<file path="config.mk">
export PLATFORM = sky130hd
export DESIGN_NAME = stage_if
export DESIGN_NICKNAME = d
export VERILOG_FILES = /design/src/rtl/stage_if_pkg.sv /design/src/rtl/stage_if_if_id_reg.sv /design/src/rtl/stage_if.sv
export SDC_FILE = /design/constraint.sdc
export NUM_CORES = 1
export LEC_CHECK = 0
export CAP_MARGIN = 20
export CORE_MARGIN = 10
export CORE_UTILIZATION = 54
export CTS_BUF_LIST = sky130_fd_sc_hd__clkbuf_8
export DETAILED_ROUTE_END_ITERATION = 16
export PLACE_DENSITY = 0.95
export SYNTH_ARGS = -nofsm -noshare
export SYNTH_HDL_FRONTEND = slang
export SYNTH_SLANG_ARGS = --single-unit
</file>
<file path="constraint.sdc">
create_clock -name clk -period 8.13 [get_ports clk]
set_clock_uncertainty 0.15 [all_clocks]
set_input_delay 1.626 -clock clk [delete_from_list [all_inputs] [get_ports clk]]
set_output_delay 1.626 -clock clk [all_outputs]
set_load 0.01 [all_outputs]
</file>
<file path="src/rtl/stage_if_pkg.sv">
// stage_if_pkg: PC-select encodings, fetch FSM states, bubble word and alignment helper
package stage_if_pkg;
  typedef enum logic [1:0] {PCSRC_SEQ, PCSRC_BRANCH, PCSRC_JUMP, PCSRC_JREG} pcsrc_e;
  typedef enum logic [1:0] {S_FETCH, S_DRAIN, S_HELD} if_state_e;
  localparam logic [31:0] NOP_WORD = 32'h0000_0000;
  function automatic logic [31:0] word_align(input logic [31:0] a);
    return {a[31:2], 2'b00};
  endfunction
endpackage

</file>
<file path="src/rtl/stage_if_if_id_reg.sv">
// if_id_reg: IF/ID register (clk, reset, hold, flush, pc_in/inst_in -> pc/inst); flush beats hold
module if_id_reg import stage_if_pkg::*; #(
  parameter logic [31:0] NOP_INST = NOP_WORD
) (
  input  logic        clk,
  input  logic        reset,
  input  logic        hold,
  input  logic        flush,
  input  logic [31:0] pc_in,
  input  logic [31:0] inst_in,
  output logic [31:0] pc,
  output logic [31:0] inst
);
  always_ff @(posedge clk or posedge reset)
    if (reset) begin
      pc   <= 32'h0;
      inst <= NOP_INST;
    end else if (flush) begin
      pc   <= 32'h0;
      inst <= NOP_INST;
    end else if (!hold) begin
      pc   <= pc_in;
      inst <= inst_in;
    end
endmodule

</file>
<file path="src/rtl/stage_if.sv">
// stage_if: fetch FSM + next-PC select + IF/ID (hazard/PCSrc/jump/branch in, imem req/ready port, PC/inst out)
module stage_if import stage_if_pkg::*; #(
  parameter logic [31:0] RESET_PC = 32'h0000_0000,
  parameter logic [31:0] NOP_INST = NOP_WORD
) (
  input  logic        clk,
  input  logic        reset,
  input  logic        hazard,
  input  logic [1:0]  PCSrc,
  input  logic [31:0] jmpAddress,
  input  logic [31:0] jmpReg,
  input  logic        EX_BranchTaken,
  input  logic [31:0] EX_BranchAddr,
  output logic        imem_req,
  output logic [31:0] imem_addr,
  input  logic        imem_ready,
  input  logic [31:0] imem_rdata,
  output logic [31:0] PC,
  output logic [31:0] inst
);
  if_state_e   state, state_nx;
  logic [31:0] fetch_pc, fetch_nx, pend_pc, pend_nx, hold_buf, buf_nx, seq_pc, target;
  logic        jump, redir, ifid_hold, ifid_load, ifid_flush;
  assign seq_pc    = fetch_pc + 32'd4;
  assign jump      = !hazard && (PCSrc == PCSRC_JUMP || PCSrc == PCSRC_JREG);
  assign redir     = EX_BranchTaken || jump;
  assign target    = word_align(EX_BranchTaken ? EX_BranchAddr : PCSrc == PCSRC_JREG ? jmpReg : jmpAddress);
  assign imem_addr = fetch_pc;
  always_ff @(posedge clk or posedge reset)
    if (reset) begin
      state    <= S_FETCH;
      fetch_pc <= word_align(RESET_PC);
      pend_pc  <= 32'h0;
      hold_buf <= NOP_INST;
    end else begin
      state    <= state_nx;
      fetch_pc <= fetch_nx;
      pend_pc  <= pend_nx;
      hold_buf <= buf_nx;
    end
  always_comb begin
    state_nx = state == S_HELD  ? ((redir || !hazard) ? S_FETCH : S_HELD)
             : state == S_DRAIN ? (imem_ready ? S_FETCH : S_DRAIN)
             : imem_ready       ? ((hazard && !redir) ? S_HELD : S_FETCH)
             : (redir ? S_DRAIN : S_FETCH);
    fetch_nx = state == S_HELD  ? (redir ? target : hazard ? fetch_pc : seq_pc)
             : !imem_ready      ? fetch_pc
             : redir            ? target
             : state == S_DRAIN ? pend_pc
             : hazard           ? fetch_pc : seq_pc;
    pend_nx  = (state != S_HELD && !imem_ready && redir) ? target : pend_pc;
    buf_nx   = (state == S_FETCH && imem_ready && hazard && !redir) ? imem_rdata : hold_buf;
  end
  always_comb begin
    imem_req   = !reset && state != S_HELD;
    ifid_hold  = hazard && !EX_BranchTaken && state != S_DRAIN;
    ifid_load  = !redir && !hazard && (state == S_HELD || (state == S_FETCH && imem_ready));
    ifid_flush = !ifid_hold && !ifid_load;
  end
  if_id_reg #(.NOP_INST(NOP_INST)) u_if_id (
    .clk    (clk),
    .reset  (reset),
    .hold   (ifid_hold),
    .flush  (ifid_flush),
    .pc_in  (seq_pc),
    .inst_in(state == S_HELD ? hold_buf : imem_rdata),
    .pc     (PC),
    .inst   (inst)
  );
endmodule
</file>
Word-level counts from Yosys, hierarchy flattened
Index checks and enable logic that the tools add are counted.
{"block": "word_totals", "inputBits": 135, "output_inout_bits": 97, "wordCells": 60, "reg_bits": 160}
{"block": "classes", "n_addsub": 1, "n_eq_ne": 7, "n_reduce_logical": 26, "n_mux": 20}
{"operator": "two-way mux 32 bit", "count": 13}
{"operator": "adder 32 x 3 -> 32 bit (second input constant)", "count": 1}
{"operator": "logical AND 1 bit", "count": 13}
{"operator": "two-way mux 2 bit", "count": 5}
{"operator": "logical NOT 1 bit", "count": 7}
{"operator": "== test 2 bit (second input constant)", "count": 3}
{"operator": "logical OR 1 bit", "count": 4}
{"operator": "inequality test 2 bit (second input constant)", "count": 2}
{"operator": "== test 2 x 1 -> 1 bit (second input constant)", "count": 1}
{"operator": "logical NOT 2 bit", "count": 1}
{"operator": "two-way mux 1 bit", "count": 2}
{"operator": "inequality test 2 x 1 -> 1 bit (second input constant)", "count": 1}
{"operator": "nonzero test 2 bit", "count": 1}

Logic depth before layout (Yosys ltp)
Gate-level depths: netlist of run 1.
{"block": "depth", "ltp_word": 10, "depth_mapped": 8, "ltp_nobuf": 6}

By module
From an unflattened synthesis of run 1, not the netlist that was laid out.
{"block": "hier_totals", "cells_unflattened": 929, "area_unflattened_um2": 9017.4}
{"mod": "stage_if", "seq_area_each_um2": 2352.3, "cells_per_inst": 722, "area_each_um2": 6396.1, "n_inst": 1}
{"mod": "if_id_reg", "seq_area_each_um2": 1601.5, "cells_per_inst": 207, "area_each_um2": 2621.3, "n_inst": 1}

Worst setup path after synthesis of run 1
No wires, ideal clock.
{"block": "synth_path", "path_kind": "input to output", "startpoint": "input port reset", "endpoint": "output port imem_req", "path_buffers": 0, "setup_slack_ns": 4.559, "arrival_time_ns": 1.795, "t_required_ns": 6.354, "cell_stages": 1, "cell_sequence": "nor2_1"}
{"block": "synth_between", "elab_chain_cells": 2}
{"element": "from (decl)", "line_no": "stage_if.sv:7", "text": "input logic reset,"}
{"element": "logical NOT 1 bit (no source line)"}
{"element": "logical AND 1 bit", "line_no": "stage_if.sv:55", "text": "imem_req = !reset && state != S_HELD;"}
{"element": "to (decl)", "line_no": "stage_if.sv:14", "text": "output logic imem_req,"}
No other way between the ends.

Final worst setup path of run 1
Same ends and word-level chain as after synthesis.

==> metrics.md, run 1 <==
| Metric | Value |
|---|---|
| Status | `completed` |
| Setup TNS | `0 ns` |
| H-tree depth | `4` |
| Logic pwr share | `a little under a quarter` |
| Worst setup SP type | `input port` |
| Final WL | `roughly 26000 um` |
| Library cells used by synthesis | `66` |
| Layout cells sized above 1 | `11.1%` |
| Gr usage total | `23.8%` |
| Fin crit period | `4.55 ns` |
| Row count | `between 40 and 50` |
| Via density | `just under 6` |
| Clock latency on the worst-skew pair | `around 0.47 ns` |
| # setup viols final | `0` |
| HPWL after DPL | `~19000 um` |
| CTS Root Cell | `clkbuf_8` |
| Remaining Overflow, GRT | `0` |
| Critical path fanouts, max | `2` |
| Fillers | `between 1000 and 1500` |
| Die W | `roughly 150 um` |
| Total power | `between 2 and 2.5 mW` |
| Wire per inst | `between 20 and 25 um` |
| CTS resizes | `0` |
| Critical path class | `input port to output port` |
| Worst Hold Class | `register to register` |
| Max Slew Vio Count | `0` |
| Leakage | `4.59 nW` |
| Crit path arrival time | `around 2.8 ns` |
| Worst-Margin Slew | `1.15 ns` |
| Largest net degree at the start of global routing | `90` |
| Commonest non-fill, non-tap cells in the layout | `clkdlybuf4s50_1 (222), dfrtp_1 (157), nand2_1 (121)` |
| Initial antenna violation count | `0` |
| Final ANT Viol Nets | `0` |
| Commonest non-fill, non-tap cell in the layout | `clkdlybuf4s50_1` |
| Port Buffers | `between 200 and 250` |
| Via count | `about 7600` |
| RePlAce Congestion | `0.934` |
| Max clock buf depth | `2` |
| Max VDD drop | `between 100 and 150 uV` |
| Ys Warns | `0` |
| Die Y | `around 150 um` |
| Post-Syn Area | `8590 sq um` |
| Setup Fix Bufs, Post-CTS | `0` |
| I/O Pins | `232` |
| Initial Util | `a little over half` |
| FF+latch area | `roughly 3900 sq um` |
| Clock share of power | `between 20% and 30%` |
| Post-synthesis sequential area ratio | `approximately 46%` |
| Max_cap viols | `0` |
| Switch share | `around 32%` |
| Unrepaired setup endpoints after global routing | `false` |
| Number of synthesized flops with an enable pin | `0` |
| Min Hold Slack | `0.336 ns` |
| CTS tree | `yes` |
| Final hold vios | `0` |
| Drt drc | `0` |
| Critical path required time | `between 6 and 7 ns` |
| Drt pass-1 iters | `7` |
| Number of global-route vias before repair | `7646` |
| Hold_buf cts | `0` |
| Initial DRC count | `660` |
| CTS clk-pin slew, worst paths | `around 0.07 ns` |
| P&R area growth vs syn | `31.0%` |
| Multi-input logic area | `between 4000 and 5000 sq um` |
| Core area | `roughly 16000 sq um` |
| Pwr dens | `183 nW/um^2` |
| CTS buffer count | `17` |
| DIE AREA | `roughly 21000 sq um` |
| Seq pwr share | `between 40% and 50%` |
| Slew HR | `between 20% and 30%` |
| Critical Path End Type | `output port` |
| ANT cells | `0` |
| CTS Sinks | `157` |
| Cell Int Power | `about 1.4 mW` |
| Ys flop type | `dfrtp_1` |
| Sw Pwr | `~660 uW` |
| Fmax | `between 200 and 250 MHz` |
| Synthesized flop and latch total | `between 150 and 200` |
| Syn Inst Count | `~880` |
| Final net count | `1200` |
| Fin crit share | `56.0%` |
| Ys async rst share | `100%` |
| First-pass GRT wire length | `about 41000 um` |
| Post-Syn Area per Cell | `~9.7 sq um` |
-- critical path, cell delays in order --
cell and delay [ns]:
clkdlybuf4s50_1 0.48, nor2_1 0.13, clkdlybuf4s50_1 0.54
-- routing by layer --
metal,GRT usage [%],wire (um),vias up
li1,-,-,3486
met1,29.5,10500,3646
met2,39.0,12700,381
met3,5.90,2020,55
met4,9.76,812,0
met5,0,0,-
-- kinds of logic (layout without fill, tap and decap cells) --
logic type	Yosys count	after routing	synth area share (%)
AO/OA/AOI/OAI	206	206	13.8
XOR/XNOR	53	53	5.40
adder cells (fa/ha/maj)	1	1	0.146
buffers and inverters	82	275	4.18
flip-flops	157	157	45.7
multiplexers	118	118	14.5
other	1	2	0.0437
AND/OR/NAND/NOR	265	265	16.1
-- per-stage QoR --
stage	cells	setup slack (ns)	instance area [sq um]	util, %
floorplan	884	2.12	8590	-
global placement	1261	3.28	10900	69.2
detailed placement	1261	3.27	10900	69.2
CTS	1293	3.56	11300	71.6
global route	1293	3.43	11300	71.6
finish	1293	3.58	11300	71.6
-- power groups by stage --
stage | combinational (mW) | sequential, mW | clock, mW
2_1_floorplan | 0.299 | 0.977 | 0
3_3_place_gp | 0.470 | 1.01 | 0
3_5_place_dp | 0.488 | 1.02 | 0
4_1_cts | 0.492 | 1.00 | 0.565
5_1_grt | 0.532 | 1.02 | 0.598
6_report | 0.493 | 1.01 | 0.559
-- worst paths after layout --
check	slack, ns	cells past startpoint	startpoint	endpoint
max in group asynchronous	4.92	3	reset	hold_buf[28]$_DFFE_PP0P_
worst min register to register	0.34	2	u_if_id.pc[11]$_DFFE_PP0P_	u_if_id.pc[11]$_DFFE_PP0P_
worst min-delay path	0.34	2	u_if_id.pc[11]$_DFFE_PP0P_	u_if_id.pc[11]$_DFFE_PP0P_
worst max-delay path	3.58	3	reset	imem_req
worst max register to register	5.08	6	state[1]$_DFF_PP0_	imem_addr[28]$_DFFE_PP0P_
min in group asynchronous	1.55	2	reset	u_if_id.pc[23]$_DFFE_PP0P_
-- synth_stat cells (all sizes together), types with 10 or more instances --
library cell	count	area, sq um
mux2	55	619
nor3	14	80.1
mux2i	63	631
a211oi	11	87.6
nand2	122	460
clkbuf	42	159
nor4	10	135
dfrtp	157	3930
a21oi	22	110
nand3	25	148
buf	30	163
nor2	46	175
o22ai	10	62.6
a22oi	10	75.1
o21ai	126	631
xnor2	26	228
nand4	17	149
xor2	27	236
inv	10	37.5
-- layout make-up --
class | count | area share [%]
Sequential cell | 157 | 34.9
Timing Repair Buffer | 233 | 20.5
Tap cell | 216 | 2.40
Clock inverter | 13 | 1.06
Clock buffer | 19 | 2.32
Multi-Input combinational cell | 645 | 38.5
Inverter | 10 | 0.378
-- flip-flops by register name (all words and copies together), names as in the netlist --
register	cells
imem_addr	30
hold_buf	32
u_if_id.inst	32
pend_pc	30
u_if_id.pc	31
state	2
(Power assumes the default switching activity.)
==> run 2: changes to the inputs <==
--- a/config.mk
+++ b/config.mk
@@ -7,10 +7,10 @@
 export LEC_CHECK = 0
 export CAP_MARGIN = 20
 export CORE_MARGIN = 10
-export CORE_UTILIZATION = 54
+export CORE_UTILIZATION = 50
 export CTS_BUF_LIST = sky130_fd_sc_hd__clkbuf_8
 export DETAILED_ROUTE_END_ITERATION = 16
-export PLACE_DENSITY = 0.95
+export PLACE_DENSITY = 0.93
 export SYNTH_ARGS = -nofsm -noshare
 export SYNTH_HDL_FRONTEND = slang
 export SYNTH_SLANG_ARGS = --single-unit
==> constraint.sdc (replaced) <==
create_clock -name clk -period 4.5 [get_ports clk]
set_clock_uncertainty 0.15 [all_clocks]
set_input_delay 0.9 -clock clk [delete_from_list [all_inputs] [get_ports clk]]
set_output_delay 0.9 -clock clk [all_outputs]
set_load 0.01 [all_outputs]
==> run 2 against run 1 <==
Against the previous run: non-clock buffer count up 9; register-to-register slack worse by 3.1 ns; final cell count up 0.85%; sequential power up 80%; power up 85%; critical path depth unchanged; setup slack worse by 2.2 ns; first-iteration DRC count up 7.4%; combinational power up 85%; hold slack better by 0.0019 ns; utilization down 3.5 points; largest cell class unchanged.
==> metrics.md, run 2 (synthesis results as in run 1) <==
| Metric | Value |
|---|---|
| Status | `completed (unchanged)` |
| Via density | `5.89 (was 5.85)` |
| Max VDD drop | `204 uV (was 119 uV)` |
| Max_cap viols | `0 (unchanged)` |
| Setup Fix Bufs, Post-CTS | `0 (unchanged)` |
| Final hold vios | `0 (unchanged)` |
| Via count | `7680 (was 7568)` |
| Crit path cell chain | `clkdlybuf4s50_1 > nor2_1 > clkdlybuf4s50_1 (unchanged)` |
| FF-to-FF setup slack | `1.98 ns (was 5.08 ns)` |
| Worst Hold Class | `register to register (unchanged)` |
| Most used cell, CP | `clkdlybuf4s50_1 (unchanged)` |
| CTS Root Cell | `clkbuf_8 (unchanged)` |
| Critical path fanouts, max | `2 (unchanged)` |
| Commonest non-fill, non-tap cells in the layout | `clkdlybuf4s50_1 (222), dfrtp_1 (157), nand2_1 (121) (unchanged)` |
| First-pass GRT wire length | `42000 um (was 41400 um)` |
| Max Slew Vio Count | `0 (unchanged)` |
| Gr usage total | `23.4% (was 23.8%)` |
| PnR worst setup slack | `1.41 ns (was 3.58 ns)` |
| DR WL met2 | `12800 um (was 12700 um)` |
| Leakage | `4.66 nW (was 4.59 nW)` |
| Final net count | `1209 (was 1200)` |
| Die W | `151 um (was 146 um)` |
| Die Y | `151 um (was 146 um)` |
| CP bufs+invs | `2 (unchanged)` |
| Reg-to-Reg Start | `imem_addr[6]$_DFFE_PP0P_ (was state[1]$_DFF_PP0_)` |
| Max clock buf depth | `2 (unchanged)` |
| Commonest non-fill, non-tap cell in the layout | `clkdlybuf4s50_1 (unchanged)` |
| Row count | `47 (was 46)` |
| Remaining Overflow, GRT | `0 (unchanged)` |
| Post-Place Cell Area | `11000 sq um (was 10900 sq um)` |
| CTS Sinks | `157 (unchanged)` |
| Critical path required time | `3.45 ns (was 6.35 ns)` |
| Hold_buf cts | `0 (unchanged)` |
| CP max stage delay | `0.54 ns (about the same)` |
| Initial antenna violation count | `0 (unchanged)` |
| Pwr dens | `336 nW/um^2 (was 183 nW/um^2)` |
| DIE AREA | `22800 sq um (was 21400 sq um)` |
| Slowest CP cell | `clkdlybuf4s50_1 (unchanged)` |
| DR WL met3 | `2120 um (was 2020 um)` |
| H-tree depth | `4 (unchanged)` |
| Cell family with most CP delay | `buffers and inverters (unchanged)` |
| Number of global-route vias before repair | `7717 (was 7646)` |
| Hold Path Depth | `2 (unchanged)` |
| Design area | `11400 sq um (was 11300 sq um)` |
| RePlAce Congestion | `0.943 (was 0.934)` |
| Min Hold Slack | `0.337 ns (was 0.336 ns)` |
| Port Buffers | `223 (unchanged)` |
| Core area | `16700 sq um (was 15700 sq um)` |
| Fin util | `68.1% (was 71.6%)` |
| Unrepaired setup endpoints after global routing | `false (unchanged)` |
| Drt pass-1 iters | `6 (was 7)` |
| Critical Path End Type | `output port (unchanged)` |
| Final ANT Viol Nets | `0 (unchanged)` |
| Largest net degree at the start of global routing | `89 (was 90)` |
| Critical path class | `input port to output port (unchanged)` |
| CTS resizes | `0 (unchanged)` |
| Worst setup SP type | `input port (unchanged)` |
| Largest registers | `hold_buf (32), u_if_id.inst (32), u_if_id.pc (31) (unchanged)` |
| CTS buffer count | `17 (unchanged)` |
| Hold Path Sink | `pend_pc[2]$_DFFE_PP0P_ (was u_if_id.pc[11]$_DFFE_PP0P_)` |
| Dpl ws | `1.02 ns (was 3.27 ns)` |
| P&R area growth vs syn | `32.4% (was 31.0%)` |
| Worst Reg-to-Reg Cells | `5 (was 6)` |
| Layout cells sized above 1 | `11.5% (was 11.1%)` |
| Slew HR | `38.3% (was 23.3%)` |
| Final WL | `27100 um (was 26000 um)` |
| Fmax | `about 320 MHz` |
| HPWL after DPL | `20000 um (was 19000 um)` |
| Met1 wire length | `11100 um (was 10500 um)` |
| I/O Pins | `232 (unchanged)` |
| Drt drc | `0 (unchanged)` |
| Worst-Margin Slew | `0.924 ns (was 1.15 ns)` |
| # setup viols final | `0 (unchanged)` |
| CTS tree | `yes (unchanged)` |
| Fillers | `1247 (was 1085)` |
| FF+latch area | `3930 sq um (unchanged)` |
| CTS clk-pin slew, worst paths | `0.08 ns (was 0.07 ns)` |
| Wire per inst | `20.8 um (was 20.1 um)` |
| Crit path arrival time | `2.04 ns (was 2.78 ns)` |
| Hold path startpoint | `pend_pc[2]$_DFFE_PP0P_ (was u_if_id.pc[11]$_DFFE_PP0P_)` |
| Setup TNS | `0 ns (unchanged)` |
| Fin crit period | `3.09 ns` |
| Top routing layer in use | `met4 (unchanged)` |
| ANT cells | `0 (unchanged)` |
| Clock latency on the worst-skew pair | `0.46 ns (was 0.47 ns)` |
| Multi-input logic area | `4330 sq um (unchanged)` |
| Initial Util | `51.4% (was 54.7%)` |
| Fin crit share | `68.6%` |
| Initial DRC count | `709 (was 660)` |
| R2r endpoint | `imem_addr[30]$_DFFE_PP0P_ (was imem_addr[28]$_DFFE_PP0P_)` |
[run 2: changes by cell type in the layout (fill, tap and decap cells not counted), moves of 2 or more]
cell	delta
bufinv_16	+2
clkinv_4	-5
buf_4	+6
inv_1	+2
inv_6	-2
buf_12	+2
[run 2: worst max-delay path by stage]
| stage | from | end | slack (ns) | depth (start not counted) |
|---|---|---|---|---|
| 5_1_grt | PCSrc[1] | imem_addr[24]$_DFFE_PP0P_ | 1.34 | 6 |
| 3_3_place_gp | PCSrc[1] | u_if_id.inst[30]$_DFFE_PP0P_ | 1.05 | 4 |
| 6_report | reset | imem_req | 1.41 | 3 |
| 3_5_place_dp | PCSrc[1] | u_if_id.inst[30]$_DFFE_PP0P_ | 1.02 | 4 |
| 4_1_cts | reset | imem_req | 1.41 | 3 |
| 2_1_floorplan | reset | hold_buf[0]$_DFFE_PP0P_ | 1.46 | 1 |
[run 2: worst reg2reg max path, delay by kind of cell, from the launching register on]
kind               cells  cell delay, ns
AOI/OAI and AO/OA      1            0.07
muxes                  1            0.36
and+or+nand+nor        3            1.23
DFF                    1            0.64
[run 2: metal layers]
metal	vias to the layer above	track usage, %
met3	74	5.55
met5	-	0
met4	0	10.6
met1	3702	30.2
met2	411	36.6
li1	3493	-
[run 2: cell type report]
type                            count  share of cell area (%)
Clock buffer                       20                    2.42
Sequential cell                   157                    34.5
Inverter                           10                   0.363
Clock inverter                     10                    1.09
Tap cell                          220                    2.42
Multi-Input combinational cell    645                    38.1
Timing Repair Buffer              242                    21.1
[run 2: where the power goes]
part / switching (mW) / total, mW / leakage, nW / internal [mW]
combinational: 0.437 / 0.910 / 2.45 / 0.472
clock: 0.512 / 1.09 / 0.214 / 0.578
sequential: 0.219 / 1.82 / 2.00 / 1.60
[run 2: metrics by stage]
| stage | total power, mW | instances |
|---|---|---|
| 2_1_floorplan | 2.31 | 884 |
| 3_3_place_gp | 2.68 | 1273 |
| 3_5_place_dp | 2.73 | 1273 |
| 4_1_cts | 3.82 | 1303 |
| 5_1_grt | 3.98 | 1304 |
| 6_report | 3.82 | 1304 |
